**config.mk**
```make
export PLATFORM = sky130hd
export DESIGN_NAME = seq_pattern_gen
export DESIGN_NICKNAME = d
export VERILOG_FILES = /design/src/rtl/seq_pattern_gen.sv
export SDC_FILE = /design/constraint.sdc
export NUM_CORES = 1
export LEC_CHECK = 0
export CAP_MARGIN = 20
export CORE_UTILIZATION = 55
export DETAILED_ROUTE_END_ITERATION = 8
export PLACE_DENSITY = 0.79
export SYNTH_ARGS = -nofsm -noshare
export SYNTH_HDL_FRONTEND = slang
export SYNTH_SLANG_ARGS = --single-unit
```
**constraint.sdc**
```tcl
create_clock -name clk -period 3.6 [get_ports clk]
set_input_delay 0.72 -clock clk [delete_from_list [all_inputs] [get_ports clk]]
set_output_delay 0.72 -clock clk [all_outputs]
set_load 0.01 [all_outputs]
```
**src/rtl/seq_pattern_gen.sv**
```systemverilog
// Serial pattern transmitter: sends a latched PAT_W-bit pattern MSB-first,
// repeated a latched number of times with an optional idle gap between
// repetitions. Moore FSM; every output comes straight from a flop.
module seq_pattern_gen #(
  parameter int PAT_W = 4,
  parameter int CNT_W = 8,
  parameter int GAP_W = 4
) (
  input  logic             clk,
  input  logic             rst,
  input  logic             start,
  input  logic             abort,
  input  logic [PAT_W-1:0] pattern,
  input  logic [CNT_W-1:0] reps,
  input  logic [GAP_W-1:0] gap,
  output logic             seqOut,
  output logic             seqValid,
  output logic             busy,
  output logic             done
);

  localparam int IDX_W = (PAT_W > 2) ? $clog2(PAT_W) : 1;
  localparam logic [IDX_W-1:0] IDX_TOP = IDX_W'(PAT_W - 1);

  typedef enum logic [1:0] {
    S_IDLE,
    S_SHIFT,
    S_GAP,
    S_DONE
  } state_t;

  state_t           state_q,     state_d;
  logic [PAT_W-1:0] pat_q,       pat_d;
  logic [PAT_W-1:0] shift_q,     shift_d;
  logic [IDX_W-1:0] idx_q,       idx_d;
  logic [CNT_W-1:0] reps_q,      reps_d;
  logic [GAP_W-1:0] gap_len_q,   gap_len_d;
  logic [GAP_W-1:0] gap_cnt_q,   gap_cnt_d;
  logic             seq_out_q,   seq_out_d;
  logic             seq_valid_q, seq_valid_d;
  logic             busy_q,      busy_d;
  logic             done_q,      done_d;

  // Next-state and next-output logic; outputs default to the idle values.
  always_comb begin
    state_d     = state_q;
    pat_d       = pat_q;
    shift_d     = shift_q;
    idx_d       = idx_q;
    reps_d      = reps_q;
    gap_len_d   = gap_len_q;
    gap_cnt_d   = gap_cnt_q;
    seq_out_d   = 1'b0;
    seq_valid_d = 1'b0;
    busy_d      = 1'b0;
    done_d      = 1'b0;

    if (abort && (state_q != S_IDLE)) begin
      // Abort beats every transition; outputs fall to idle with no done pulse.
      state_d = S_IDLE;
    end else begin
      unique case (state_q)
        S_IDLE: begin
          if (start) begin
            pat_d     = pattern;
            reps_d    = reps;
            gap_len_d = gap;
            busy_d    = 1'b1;
            if (reps != '0) begin
              state_d     = S_SHIFT;
              shift_d     = pattern;
              idx_d       = IDX_TOP;
              seq_out_d   = pattern[PAT_W-1];
              seq_valid_d = 1'b1;
            end else begin
              state_d = S_DONE;
              done_d  = 1'b1;
            end
          end
        end

        S_SHIFT: begin
          busy_d = 1'b1;
          if (idx_q != '0) begin
            // Next bit of the current repetition.
            idx_d       = idx_q - 1'b1;
            shift_d     = {shift_q[PAT_W-2:0], 1'b0};
            seq_out_d   = shift_q[PAT_W-2];
            seq_valid_d = 1'b1;
          end else if (reps_q == CNT_W'(1)) begin
            // Last bit of the last repetition is on the wire now.
            state_d = S_DONE;
            done_d  = 1'b1;
          end else begin
            reps_d = reps_q - 1'b1;
            if (gap_len_q != '0) begin
              state_d   = S_GAP;
              gap_cnt_d = gap_len_q;
            end else begin
              // Back-to-back: reload so the MSB follows with no bubble.
              shift_d     = pat_q;
              idx_d       = IDX_TOP;
              seq_out_d   = pat_q[PAT_W-1];
              seq_valid_d = 1'b1;
            end
          end
        end

        S_GAP: begin
          busy_d = 1'b1;
          if (gap_cnt_q <= GAP_W'(1)) begin
            state_d     = S_SHIFT;
            gap_cnt_d   = '0;
            shift_d     = pat_q;
            idx_d       = IDX_TOP;
            seq_out_d   = pat_q[PAT_W-1];
            seq_valid_d = 1'b1;
          end else begin
            gap_cnt_d = gap_cnt_q - 1'b1;
          end
        end

        S_DONE: begin
          // Start is deliberately not sampled here; first IDLE cycle accepts it.
          state_d = S_IDLE;
        end

        default: state_d = S_IDLE;
      endcase
    end
  end

  // State, datapath and output registers with asynchronous active-low reset.
  always_ff @(posedge clk or negedge rst) begin
    if (!rst) begin
      state_q     <= S_IDLE;
      pat_q       <= '0;
      shift_q     <= '0;
      idx_q       <= '0;
      reps_q      <= '0;
      gap_len_q   <= '0;
      gap_cnt_q   <= '0;
      seq_out_q   <= 1'b0;
      seq_valid_q <= 1'b0;
      busy_q      <= 1'b0;
      done_q      <= 1'b0;
    end else begin
      state_q     <= state_d;
      pat_q       <= pat_d;
      shift_q     <= shift_d;
      idx_q       <= idx_d;
      reps_q      <= reps_d;
      gap_len_q   <= gap_len_d;
      gap_cnt_q   <= gap_cnt_d;
      seq_out_q   <= seq_out_d;
      seq_valid_q <= seq_valid_d;
      busy_q      <= busy_d;
      done_q      <= done_d;
    end
  end

  assign seqOut   = seq_out_q;
  assign seqValid = seq_valid_q;
  assign busy     = busy_q;
  assign done     = done_q;

endmodule

```
; Word-level counts from Yosys, hierarchy flattened
; Index checks and enable logic that the tools add are counted.
[word_totals]
register_bits = 31
in_bits = 20
output_inout_bits = 4
word_cells = 103
[op_classes]
n_reduce_logical = 15
n_lt_le_gt_ge = 1
n_eq_ne = 16
addsub = 3
bitwise_logic = 1
mux = 56
[ops]
columns = cell, n
row1 = two-way mux 2 bit, 13
row2 = two-way mux 8 bit, 3
row3 = two-way mux 1 bit, 21
row4 = two-way mux 3 bit, 6
row5 = two-way mux 4 bit, 4
row6 = one-hot mux 8 bit (2 select lines), 1
row7 = != test 3 bit (second input constant), 5
row8 = != test 2 bit (second input constant), 6
row9 = AND reduction 5 bit, 2
row10 = one-hot mux 3 bit (3 select lines), 1
row11 = == test 8 x 1 -> 1 bit (second input constant), 1
row12 = one-hot mux 2 bit (4 select lines), 1
row13 = one-hot mux 4 bit (2 select lines), 1
row14 = nonzero test 2 bit, 4
row15 = nonzero test 8 bit, 1
row16 = subtractor 8 x 1 -> 8 bit (second input constant), 1
row17 = AND reduction 7 bit, 1
row18 = one-hot mux 1 bit (3 select lines), 2
row19 = one-hot mux 2 bit (3 select lines), 1
row20 = == test 2 bit (second input constant), 2
row21 = <= comparator 4 x 1 -> 1 bit (second input constant), 1
row22 = != test 4 bit (second input constant), 1
row23 = one-hot mux 1 bit (2 select lines), 2
row24 = AND reduction 4 bit, 1
row25 = 10 further kinds, 10

; Longest topological paths before layout
; Gate-level depths: netlist of run 1.
[depth]
depth_word = 6
mapped_depth = 9
depth_no_buf = 7

; Worst setup path after synthesis of run 1
; OpenSTA, ideal clock, no wires.
[synth_timing]
kind = input port to flip-flop
start = in reps[6]
end = reg idx_q[1]
slack_ns = 1.577
stages = 5
arrival_ns = 1.898
setup_ns = 0.125
t_required_ns = 3.475
path_buffers = 0
path_cell_list = nor4_1 -> a21oi_1 -> o211ai_1 -> a31oi_4 -> mux2_2
[synth_via]
elab_chain_cells = 3
[synth_rtl]
columns = item, line_no
row1 = start: declaration, 14  ; input logic [CNT_W-1:0] reps,
row2 = nonzero test 8 bit, 69  ; if (reps != '0) begin
row3 = != test 2 bit (no source line), n/a
row4 = AND reduction 7 bit (no source line), n/a
row5 = end signal: assignment, 151  ; idx_q <= idx_d;
row6 = end: declaration, 35  ; logic [IDX_W-1:0] idx_q, idx_d;
; No other way between the ends.
; A chain may end at the register's enable or synchronous reset.

; Worst setup path in the final report of run 1
[layout_timing]
start = reg state_q[0]
end = reg shift_q[2]
[layout_via]
elab_chain_cells = 4
elab_cells_between_ends = 14
classes_between = eq/ne (7) / mux (1) / bitwise (1) / reduce/logical (5)
[layout_rtl]
columns = item, line_no
row1 = start: declaration, 32  ; state_t state_q, state_d;
row2 = start signal: assignment, 148  ; state_q <= state_d;
row3 = "parallel branches: the longest is 4 deep, another holds AND reduction 7 bit", n/a
row4 = end signal: assignment, 150  ; shift_q <= shift_d;
row5 = end: declaration, 34  ; logic [PAT_W-1:0] shift_q, shift_d;
; Several ways; the timed one is not identified.

==> results_dict.tcl, run 1 <==
set metrics [dict create \
    outcome "completed" \
    cp.required_ns 3.84 \
    gp_congestion 0.880 \
    cts_root_buf "clkbuf_4" \
    place_ws_ns 0.785 \
    finalCritPeriodShare_pct 70.6 \
    postRouteAntennaNets 0 \
    syn_inst 194 \
    diodes 0 \
    drt_wl_total_um 4060 \
    drc_errors 0 \
    worst_slew_pin_slew_ns 0.586 \
    end_kind "register" \
    dp_hpwl_um 3040 \
    dr_wl_met2_um 1870 \
    ir_drop_v 0.000477 \
    avgViaCountPerCell 5.90 \
    max_freq_mhz 393 \
    area_growth_pct 16.6 \
    p_int_w 0.00107 \
    ys_seq_area_share_pct 40.9 \
    final_common_cell "dfrtp_1" \
    grt_pass1_vias 1413 \
    antenna_found_initial 0 \
    setup_tns_ns 0 \
    fp.dieH_um 60.7 \
    drive_above_1_share_pct 13.7 \
    clkPwrFrac_pct 10.2 \
    core_area_mm2 0.00315 \
    rsz0062_at_grt "no" \
    cp_slowest_cell "dfrtp_1" \
    synth_top_flop_cell "dfrtp_1" \
    die-area_mm2 0.00369 \
    cts_setup_buffers 0 \
    ios 24 \
    dr.pass1.iters 4 \
    drt-wirelength-per-cell_um 15.4 \
    nets 248 \
    top_layer "met4" \
    setup_ws_ns 1.06 \
    hold_class "reg2reg" \
    ys_ff_latch 31 \
    finalHoldViolations 0 \
    cts-htree-levels 2 \
    clockBufferDepth 2 \
    path_cells "inv_1 > ha_1 > nand2_1 > a21oi_1 > o211ai_1 > a31oi_4 > mux2_2" \
    synthesis.nets 224 \
    relSlewSlack_pct 60.6 \
    cts.sinks 31 \
    p_leak_nw 0.926 \
    max_stage_delay_ns 0.45 \
    initial_core_util_pct 60.2 \
    postCtsHoldBufs 0 \
    fin_crit_ns 2.54 \
    swShare_pct 44.0 \
    fin_skew_ns 0.0119 \
    drt_iter0_markers 99 \
    syn_avg_cell_area_um2 9.78 \
    ctsResizeCount 0 \
    track_usage_pct 25.2 \
    p_sw_w 0.000842 \
    grt-ovfl-total 0 \
    clkLatencyLatePin_ns 0.34 \
    slew_violations 0 \
    start_kind "register" \
    vias 1552 \
    final_cell_mix "dfrtp_1 (31), clkdlybuf4s50_1 (23), a21oi_1 (21), nor2_1 (21), inv_1 (15)" \
    finalSetupViolations 0 \
    cts_buffers 5 \
    wl_met1_um 1930 \
    wl_met3_um 179 \
    synth_warnings 0 \
    clkTransAtPathRegs_ns 0.10 \
    worstPathArrival_ns 2.78 \
    grt_max_degree 32 \
    cts_tree "built" \
    critical_path_class "reg2reg" \
    io_buffers 23 \
    rows 20 \
    powerDensity_mw_per_mm2 866 \
    cp_max_fo 12 \
    combPwrFrac_pct 54.7 \
    async_flop_share_pct 100 \
    die_width_um 60.7 \
    cap_violations 0 \
    synth_edf_count 0 \
    p_seq_share_pct 35.2 \
    grt_first_pass_wirelength_um 6710 \
    synth_cell_types 49 \
    synth_area_mm2 0.00190 \
]
==> cell usage after synthesis (all sizes together) (2+ instances only) <==
master	number	area [um^2]
mux2	10	113
nand3	3	15.0
o22a	9	80.1
clkbuf	3	11.3
a41oi	3	26.3
a22o	2	17.5
a31oi	6	52.6
nor2	21	78.8
dfrtp	31	776
a32o	2	20.0
nor3	4	25.0
o21ba	2	20.0
o21ai	5	25.0
mux2i	2	20.0
nand2b	2	12.5
inv	17	63.8
nor2b	3	18.8
buf	5	25.0
nor4	2	12.5
a22oi	2	15.0
a21oi	22	121
ha	10	125
nand2	10	37.5
==> through the flow <==
step                util, %  hold slack (ns)  total power, W  cell area [um^2]  instances
floorplan                 -            0.424         0.00145              1900        194
global placement       68.5            0.460         0.00166              2160        255
detailed placement     68.5            0.476         0.00171              2160        255
CTS                    70.1            0.498         0.00191              2210        263
global route           70.1            0.527         0.00207              2210        263
finish                 70.1            0.497         0.00191              2210        263
==> power by group through the flow <==
stage / Combinational (W) / Sequential [W] / Clock [W]
2_1_floorplan: 0.000806 / 0.000647 / 0
3_3_place_gp: 0.000997 / 0.000667 / 0
3_5_place_dp: 0.00103 / 0.000680 / 0
4_1_cts: 0.00104 / 0.000671 / 0.000198
5_1_grt: 0.00117 / 0.000694 / 0.000211
6_report: 0.00105 / 0.000673 / 0.000195
==> path summary, 6_finish.rpt <==
path / startpoint / to / slack [ns] / depth (start not counted)
worst min register to register: pat_q[3]$_DFFE_PN0P_ / pat_q[3]$_DFFE_PN0P_ / 0.50 / 1
worst max register to register: state_q[0]$_DFFE_PN0P_ / shift_q[2]$_DFFE_PN0P_ / 1.06 / 7
worst max-delay path: state_q[0]$_DFFE_PN0P_ / shift_q[2]$_DFFE_PN0P_ / 1.06 / 7
min in group asynchronous: rst / seqValid$_DFF_PN0_ / 0.76 / 2
max in group asynchronous: rst / reps_q[6]$_DFFE_PN0P_ / 2.55 / 2
worst min-delay path: pat_q[3]$_DFFE_PN0P_ / pat_q[3]$_DFFE_PN0P_ / 0.50 / 1
==> sequential cells by signal, summed over array words and instances, names as in the netlist, 2 cells and up <==
register / cells
gap_cnt_q: 4
gap_len_q: 4
idx_q: 2
pat_q: 4
reps_q: 8
shift_q: 3
state_q: 2
==> cells by family (layout without fill, tap and decap cells) <==
family | after synthesis | in the layout | share of synthesized area [%]
buffers and inverters | 25 | 50 | 5.28
adders and majority gates | 10 | 10 | 6.60
AOI/OAI and AO/OA | 65 | 65 | 26.3
and+or+nand+nor | 51 | 51 | 13.9
muxes | 12 | 12 | 6.99
DFF | 31 | 31 | 40.9
==> layer usage <==
metal  track usage (%)  up-vias
met5                 0        -
met4              11.7        0
met3              5.97        8
met2              37.0       38
met1              35.1      750
li1                  -      756
==> worst max-delay path: cells and delay by family (launching register included) <==
kind	cells	cell delay (ns)
compound gates	3	0.79
fa+ha+maj	1	0.39
buf+inv	1	0.13
flops	1	0.45
mux	1	0.37
simple gates	1	0.32
==> layout make-up <==
cell class                 count  area (um^2)
inverter                      17         63.8
multi-input combinational    138         1020
sequential                    31          776
clock inverter                 1         5.00
tap                           44         55.1
fill                         269          942
timing repair buffer          25          245
clock buffer                   7         45.0
Note: power is estimated with default switching activity, not from simulation.
==> inputs of run 2 (changes only) <==
--- a/config.mk
+++ b/config.mk
@@ -6,9 +6,9 @@
 export NUM_CORES = 1
 export LEC_CHECK = 0
 export CAP_MARGIN = 20
-export CORE_UTILIZATION = 55
+export CORE_UTILIZATION = 50
 export DETAILED_ROUTE_END_ITERATION = 8
-export PLACE_DENSITY = 0.79
+export PLACE_DENSITY = 0.76
 export SYNTH_ARGS = -nofsm -noshare
 export SYNTH_HDL_FRONTEND = slang
 export SYNTH_SLANG_ARGS = --single-unit
==> constraint.sdc (replaced) <==
create_clock -name clk -period 2.3 [get_ports clk]
set_input_delay 0.46 -clock clk [delete_from_list [all_inputs] [get_ports clk]]
set_output_delay 0.46 -clock clk [all_outputs]
set_load 0.01 [all_outputs]
==> run 2 against run 1 <==
- sequential cell count is the same
- register-to-register slack worse by 0.88 ns
- worst hold slack improved by 0.0023 ns
- routed wire length grew 0.69%
- final cell count up 7.6%
- non-clock buffer count is 16 higher
- first-iteration DRC count rose by 53%
- design area grew 8.1%
- critical path type unchanged
- largest cell class unchanged
==> results_dict.tcl, run 2 (same netlist as run 1, synthesis figures left out) <==
set metrics [dict create \
    outcome "completed" \
    largest_reg_flops 8 \
    final_cell_mix "dfrtp_1 (31), clkdlybuf4s50_1 (23), a21oi_1 (21), nor2_1 (21), buf_4 (18)" \
    cp.required_ns 2.47 \
    grt_first_pass_wirelength_um 6930 \
    relSlewSlack_pct 74.3 \
    drt_iter0_markers 151 \
    clkTransAtPathRegs_ns 0.07 \
    core_area_mm2 0.00366 \
    slew_violations 0 \
    cpLargestDelayFamily "compound AO/OA/AOI/OAI gates" \
    ios 24 \
    dp_hpwl_um 3100 \
    rows 22 \
    postRouteAntennaNets 0 \
    end_kind "register" \
    start_kind "register" \
    area_growth_pct 26.0 \
    diodes 0 \
    cp_max_fo 11 \
    track_usage_pct 22.6 \
    cp_slowest_cell "a2111o_1" \
    cts.sinks 31 \
    finalHoldViolations 0 \
    fin_crit_ns 2.12 \
    clockBufferDepth 2 \
    nets 264 \
    finalSetupViolations 0 \
    fillers 313 \
    ir_drop_v 0.000630 \
    crit_buf_inv 2 \
    power_w 0.00329 \
    postCtsHoldBufs 0 \
    rrSetupSlack_ns 0.18 \
    dr.pass1.iters 4 \
    cts_setup_buffers 0 \
    vias 1579 \
    drt_wl_total_um 4090 \
    grt_pass1_vias 1505 \
    drive_above_1_share_pct 20.4 \
    worstPathArrival_ns 2.29 \
    fin_skew_ns 0.00709 \
    cts-htree-levels 2 \
    grt-ovfl-total 0 \
    finalCritPeriodShare_pct 92.2 \
    drt-wirelength-per-cell_um 14.4 \
    p_leak_nw 1.03 \
    initial_core_util_pct 51.8 \
    antenna_found_initial 0 \
    die_width_um 63.6 \
    rsz0062_at_grt "no" \
    cts_buffers 5 \
    drc_errors 0 \
    cap_violations 0 \
    io_buffers 23 \
    gp_congestion 0.833 \
    clkLatencyLatePin_ns 0.29 \
    cts_root_buf "clkbuf_8" \
    grt_max_degree 32 \
    avgViaCountPerCell 5.58 \
    powerDensity_mw_per_mm2 1380 \
    hold_class "reg2reg" \
    final_common_cell "dfrtp_1" \
    die-area_mm2 0.00404 \
    fp.dieH_um 63.6 \
    path_cells "inv_1 > ha_1 > nor4b_4 > and2_4 > a2111o_1 > buf_4 > o22a_1" \
    worst_slew_pin_slew_ns 0.385 \
    setup_tns_ns 0 \
    max_freq_mhz 472 \
    top_register "reps_q" \
    cts_tree "built" \
    max_stage_delay_ns 0.56 \
    critical_path_class "reg2reg" \
    ctsResizeCount 0 \
]
-- run 2: cell type report --
class                           count  area (um^2)  share of cell area (%)
Inverter                           17         63.8                    2.67
Tap cell                           48         60.1                    2.51
Clock buffer                        7         96.3                    4.03
Multi-Input combinational cell    138         1020                    42.7
Timing Repair Buffer               41          365                    15.3
Clock inverter                      1         7.51                   0.314
Sequential cell                    31          776                    32.5
-- run 2: stage by stage --
stage / utilization [%] / instances / worst slack [ns] / instance area, um^2 / hold slack (ns)
detailed placement: 62.4 / 275 / 0.0161 / 2290 / 0.487
global placement: 62.4 / 275 / 0.0193 / 2290 / 0.459
global route: 65.3 / 283 / 0.0203 / 2390 / 0.517
finish: 65.3 / 283 / 0.179 / 2390 / 0.500
floorplan: - / 194 / 0.319 / 1900 / 0.164
CTS: 65.3 / 283 / 0.187 / 2390 / 0.502
-- run 2: power by group --
group          switching, W  total, W  internal [W]
sequential         0.000245   0.00106      0.000813
combinational      0.000897   0.00175      0.000856
clock              0.000210  0.000482      0.000272
total               0.00135   0.00329       0.00194
-- run 2: layer usage --
layer  global-route usage [%]  up-vias  wire (um)
li1                         -      792          -
met1                     31.2      745       1970
met2                     32.4       32       1850
met3                     6.16       10        182
met4                     10.8        0         81
met5                        0        -          0
-- run 2: worst register-to-register path: cells and delay by family (launching register included) --
family                     cells  cell delay (ns)
AOI/OAI and AO/OA              2             0.77
DFF                            1             0.40
and+or+nand+nor                2             0.33
buffers and inverters          2             0.30
adders and majority gates      1             0.20
-- run 2: final timing paths --
path | startpoint | to | cells after the start
max | reps_q[1]$_DFFE_PN0P_ | reps_q[4]$_DFFE_PN0P_ | 7
min reg2reg | pat_q[3]$_DFFE_PN0P_ | pat_q[3]$_DFFE_PN0P_ | 1
max reg2reg | reps_q[1]$_DFFE_PN0P_ | reps_q[4]$_DFFE_PN0P_ | 7
max in group asynchronous | rst | idx_q[1]$_DFFE_PN0P_ | 2
min in group asynchronous | rst | gap_cnt_q[3]$_DFFE_PN0P_ | 2
min | pat_q[3]$_DFFE_PN0P_ | pat_q[3]$_DFFE_PN0P_ | 1
==> RTL edit 1 (settings of run 2) <==
Put one more register stage on the output `done`, cleared by the reset. The value now appears one clock later. The other outputs are not delayed to match.
--- a/src/rtl/seq_pattern_gen.sv
+++ b/src/rtl/seq_pattern_gen.sv
@@ -163,5 +163,11 @@
   assign seqValid = seq_valid_q;
   assign busy     = busy_q;
-  assign done     = done_q;
+  always_ff @(posedge clk or negedge rst) begin
+    if (!rst) begin
+      done <= '0;
+    end else begin
+      done <= done_q;
+    end
+  end
 
 endmodule
Formal check against the unedited RTL: not equivalent (Yosys sat finds a counterexample within 4 cycles, from zero or initial values and one cycle with rst low).
==> RTL edit 1 against run 2 <==
  * Area after synthesis increased by 2.7%
  * Worst setup slack got worse by 0.071 ns
  * Die area is 2.6% higher
  * Total power rose by 2.8%
  * Sequential cell count up 1
  * Wire length is 5.3% higher
  * Global-route usage up 1.3 points
  * Cell area is 1.4% higher
  * Critical path type unchanged
==> RTL edit 1: results (changes against run 2) <==
Beginning of the worst register-to-register path: state_q[1]. Critical path data arrival time: 2.36 ns (+0.07 ns). The maximum fanout encountered on the critical timing path was 7 (-4). Cell total after placement: 281 (+2.2%). The path depth of the worst reg2reg path is 6 (-1), and the worst stage delay on the critical path is 0.43 ns (-0.13 ns). The run gives 0.867 (+4.1%) as the final weighted congestion in routability-driven placement.

After synthesis, the cell types taking the most area are sky130_fd_sc_hd__dfrtp_1 41%, sky130_fd_sc_hd__ha_1 6.4%, sky130_fd_sc_hd__nor2_1 4.4%. The global-route met2 utilization is 0.347 (+0.0229). The run gives 270 (+2.3%) as the final net count.

The tools report the detailed-routing wirelength on met1 as 2.04 mm (+3.5%). The share of synthesized area occupied by flip-flops and latches is 0.411 (+0.00208). Gate count after technology mapping: 201 (+3.6%).

The reg-to-reg critical path endpoint was idx_q[1]. For the pre-CTS setup slack, the log shows -0.0242 ns (-0.0403 ns). Worst hold endpoint: done.

The met3 wire length is 213 µm (+17%). The count of cell types in the netlist is 54 (+10%), and the met2 wire length is 1.99 mm (+7.5%). Post-detailed-placement half-perimeter wirelength: 3.19 mm (+3.1%). The worst supply voltage drop on vdd is 0.633 mV (+0.46%), and the static leakage power is 1.07 nW (+4.6%).

Wire length reported by the detailed router: 4.30 mm (+5.3%). The fraction of power spent switching nets is 0.399 (-0.0113), and the initial detailed-routing violation count is 114 (-25%). The combinational share of power was 0.529 (-0.003). The number of vias after detailed routing was 1625 (+2.9%); the transition at the pin with the smallest max-transition slack was 0.427 ns (+0.0416 ns). The compound-gate portion of the synthesized area was 0.232 (-0.0307).

The proportion of synthesized area in mux cells was 0.0706 (+0.000728). The flow ran to the end, and the final reports show no timing, DRC or antenna violations. The post-synthesis share of cell area spent on full adders, half adders and majority gates was 0.0642 (-0.00174).

The routed length per placed instance was 14.9 µm (+3.1%). The worst setup skew after layout is 0.00863 ns (+0.00154 ns), and the worst setup slack after layout is 0.109 ns (-0.0708 ns).
[RTL edit 1: cell type report]
class / instances / area, µm²
Sequential cell: 32 / 801
Fill cell: 317 / 1270
Multi-Input combinational cell: 143 / 1020
Clock inverter: 2 / 35.0
Inverter: 17 / 65.1
Tap cell: 48 / 60.1
Clock buffer: 6 / 72.6
Timing Repair Buffer: 41 / 365
[RTL edit 1: worst max path at each step]
stage                     startpoint    endpoint  cells after the start
after floorplan           state_q[0]    idx_q[1]                      7
after global placement       reps[6]    idx_q[1]                      6
after detailed placement     reps[6]  shift_q[1]                      6
after CTS                 state_q[1]   reps_q[6]                      8
after global routing      state_q[1]   reps_q[6]                      8
final                     state_q[1]    idx_q[1]                      6
[RTL edit 1: kinds of logic (layout without fill, tap and decap cells)]
family | Yosys count | after routing
compound gates | 63 | 63
mux | 11 | 11
buf+inv | 26 | 66
simple gates | 59 | 59
fa+ha+maj | 10 | 10
flops | 32 | 32
==> RTL edit 2 (settings of run 2) <==
Made on the original files. Set the parameter `PAT_W` to 8 (it was 4).
--- a/src/rtl/seq_pattern_gen.sv
+++ b/src/rtl/seq_pattern_gen.sv
@@ -3,5 +3,5 @@
 // repetitions. Moore FSM; every output comes straight from a flop.
 module seq_pattern_gen #(
-  parameter int PAT_W = 4,
+  parameter int PAT_W = 8,
   parameter int CNT_W = 8,
   parameter int GAP_W = 4
Interface: changed (resized pattern); port bits go from 24 to 28. The function was not compared with the original's and may differ.
==> RTL edit 2 against run 2 <==
  * Cell area increased by 24%
  * Critical path depth decreased by 1
  * Worst setup slack got worse by 0.073 ns
  * Fmax decreased by 3.3%
  * Area after synthesis increased by 31%
  * Count of clock-buffer cells in the layout decreased by 1
  * Critical path type unchanged
  * Non-clock buffer count increased by 3
  * Wire length increased by 37%
  * Sequential power increased by 23%
  * Largest cell class unchanged
  * Synthesized cell count increased by 48%
  * Sequential cell count increased by 9
  * Via count increased by 38%
  * Total power increased by 16%
==> RTL edit 2: results (changes against run 2) <==
The run finished with clean final reports. The portion of the clock cycle consumed by the worst path in the final layout was 0.954 (+0.0319). Tracing the worst setup path back leads to its startpoint at state_q[0]. For the number of vias after detailed routing, the log shows 2175 (+38%). The tools report the capturing element of the worst setup path as shift_q[3]. The placed instance area came out at 2890 µm² (+27%).

The run gives -0.136 ns (-0.152 ns) as the pre-CTS setup slack. For the final weighted congestion in routability-driven placement, the log shows 0.878 (+5.4%). The mean instance size in the synthesized netlist works out to 8.61 µm² (-12%). The share of layout cells above drive strength 1 is 0.120 (-0.0846), and the slack of the worst reg-to-reg path is 0.11 ns (-0.07 ns).

For the post-cts resize count, the log shows 1 (+1). The share of synthesized area occupied by flip-flops and latches came out at 0.404 (-0.00513). The count of buffers inserted at the top-level ports works out to 27 (+17%). The most used flip-flop cell after synthesis is sky130_fd_sc_hd__dfrtp_1. The share of async-settable or async-resettable flops after synthesis is 1.00 (unchanged). Sorting the synthesized cells by how often they occur yields 70 x sky130_fd_sc_hd__nand2_1, 40 x sky130_fd_sc_hd__dfrtp_1, 20 x sky130_fd_sc_hd__a21oi_1, 17 x sky130_fd_sc_hd__nor2_1, 16 x sky130_fd_sc_hd__inv_1. The run gives 0 (unchanged) as the total setup buffers inserted after CTS. The path depth of the worst reg2reg path was 6 (-1). For the final net count, the log shows 361 (+37%). The clock buffer count from CTS is 5 (unchanged), and the first-pass GRT wire length is 9.40 mm (+36%).

Ranked by total cell area, the synthesized netlist is headed by sky130_fd_sc_hd__dfrtp_1 40%, sky130_fd_sc_hd__nand2_1 11%, sky130_fd_sc_hd__ha_1 5.6%. The routed length per placed instance works out to 14.2 µm (-1.6%). Aggregate global routing overflow: 0 (unchanged). The run gives 0 (unchanged) as the remaining design rule violation count.

The post-synth net total is 323 (+44%), and the initial detailed-routing violation count is 181 (+20%). The tools report the worst setup skew after layout as 0.00381 ns (-0.00328 ns). The tree is rooted in a sky130_fd_sc_hd__clkbuf_8. The count of cell types in the netlist was 48 (-2.0%); the worst supply voltage drop on vdd was 0.659 mV (+4.6%).

The post-detailed-placement half-perimeter wirelength was 4.12 mm (+33%). The pin count of the biggest net entering global routing was 41 (+28%); the critical path data arrival time was 2.37 ns (+0.08 ns). For the global-route total usage across every layer, the log shows 0.237 (+0.0106). The logs give 393 (+39%) for the filler-free cell count of the finished design and 2 (unchanged) for the number of buffers on the longest clock path. The via count of the first global-routing pass was 2049 (+36%); the clock transition time at the flip-flop clock pins of the worst setup and hold paths was 0.08 ns. For the clock network latency to the later pin of the worst-skew pair, the log shows 0.29 ns (about the same). The path class of the tightest hold or removal check is in2async. The static leakage power was 1.31 nW (+28%). In the final layout, the registers with the most flip-flops are pat_q x8, reps_q x8, shift_q x7. The number of filler cells placed in the layout is 414 (+32%). The count of synthesis-stage warnings from yosys is 0 (unchanged), and the maximum fanout encountered on the critical timing path is 10 (-1).

The transition at the pin with the smallest max-transition slack works out to 0.520 ns (+0.135 ns).
## RTL edit 2: cell type report
type                    count  share of cell area
multi-input cells         219               0.457
flip-flops and latches     40               0.337
repair buffers             44               0.132
well taps                  67              0.0282
clock buffers               6              0.0244
inverters                  16              0.0202
clock inverters             1             0.00168
## RTL edit 2: cells by family after synthesis
logic type,after synthesis,synth area share
fa+ha+maj,11,0.0555
compound gates,70,0.190
simple gates,119,0.219
flops,40,0.404
buf+inv,29,0.0490
mux,19,0.0828
## RTL edit 2: critical path, stage by stage (launching register included)
cell and delay (ns):
sky130_fd_sc_hd__dfrtp_1 0.43, sky130_fd_sc_hd__inv_1 0.12, sky130_fd_sc_hd__ha_1 0.31, sky130_fd_sc_hd__o21ai_0 0.30
sky130_fd_sc_hd__o2111a_1 0.26, sky130_fd_sc_hd__o21a_2 0.29, sky130_fd_sc_hd__mux2_1 0.36
## RTL edit 2: layer usage
metal	vias to the layer above	share of wire	routed length [µm]	global-route usage
li1	1081	-	-	-
met1	1025	0.47	2640	0.308
met2	56	0.46	2550	0.368
met3	13	0.047	260	0.0597
met4	0	0.024	133	0.115
met5	-	0	0	0
## RTL edit 2: stage by stage
| stage | utilization | total power, mW |
|---|---|---|
| after CTS | 0.625 | 3.81 |
| after detailed placement | 0.609 | 3.36 |
| after floorplan | - | 2.73 |
| after global placement | 0.609 | 3.29 |
| final | 0.625 | 3.80 |
| after global routing | 0.625 | 4.12 |
## RTL edit 2: how the worst min path moves through the flow
stage	cells past startpoint	slack [ns]	endpoint
floorplan	0	0.16	busy
global placement	2	0.45	pat_q[7]
detailed placement	2	0.46	pat_q[0]
CTS	2	0.23	done
global route	2	0.27	gap_cnt_q[1]
finish	2	0.21	done
## RTL edit 2: power by group
| part | total [mW] | leakage, nW | switching (mW) | internal (mW) |
|---|---|---|---|---|
| logic | 2.05 | 0.779 | 1.12 | 0.932 |
| registers | 1.30 | 0.489 | 0.272 | 1.03 |
| clock network | 0.446 | 0.0410 | 0.240 | 0.206 |
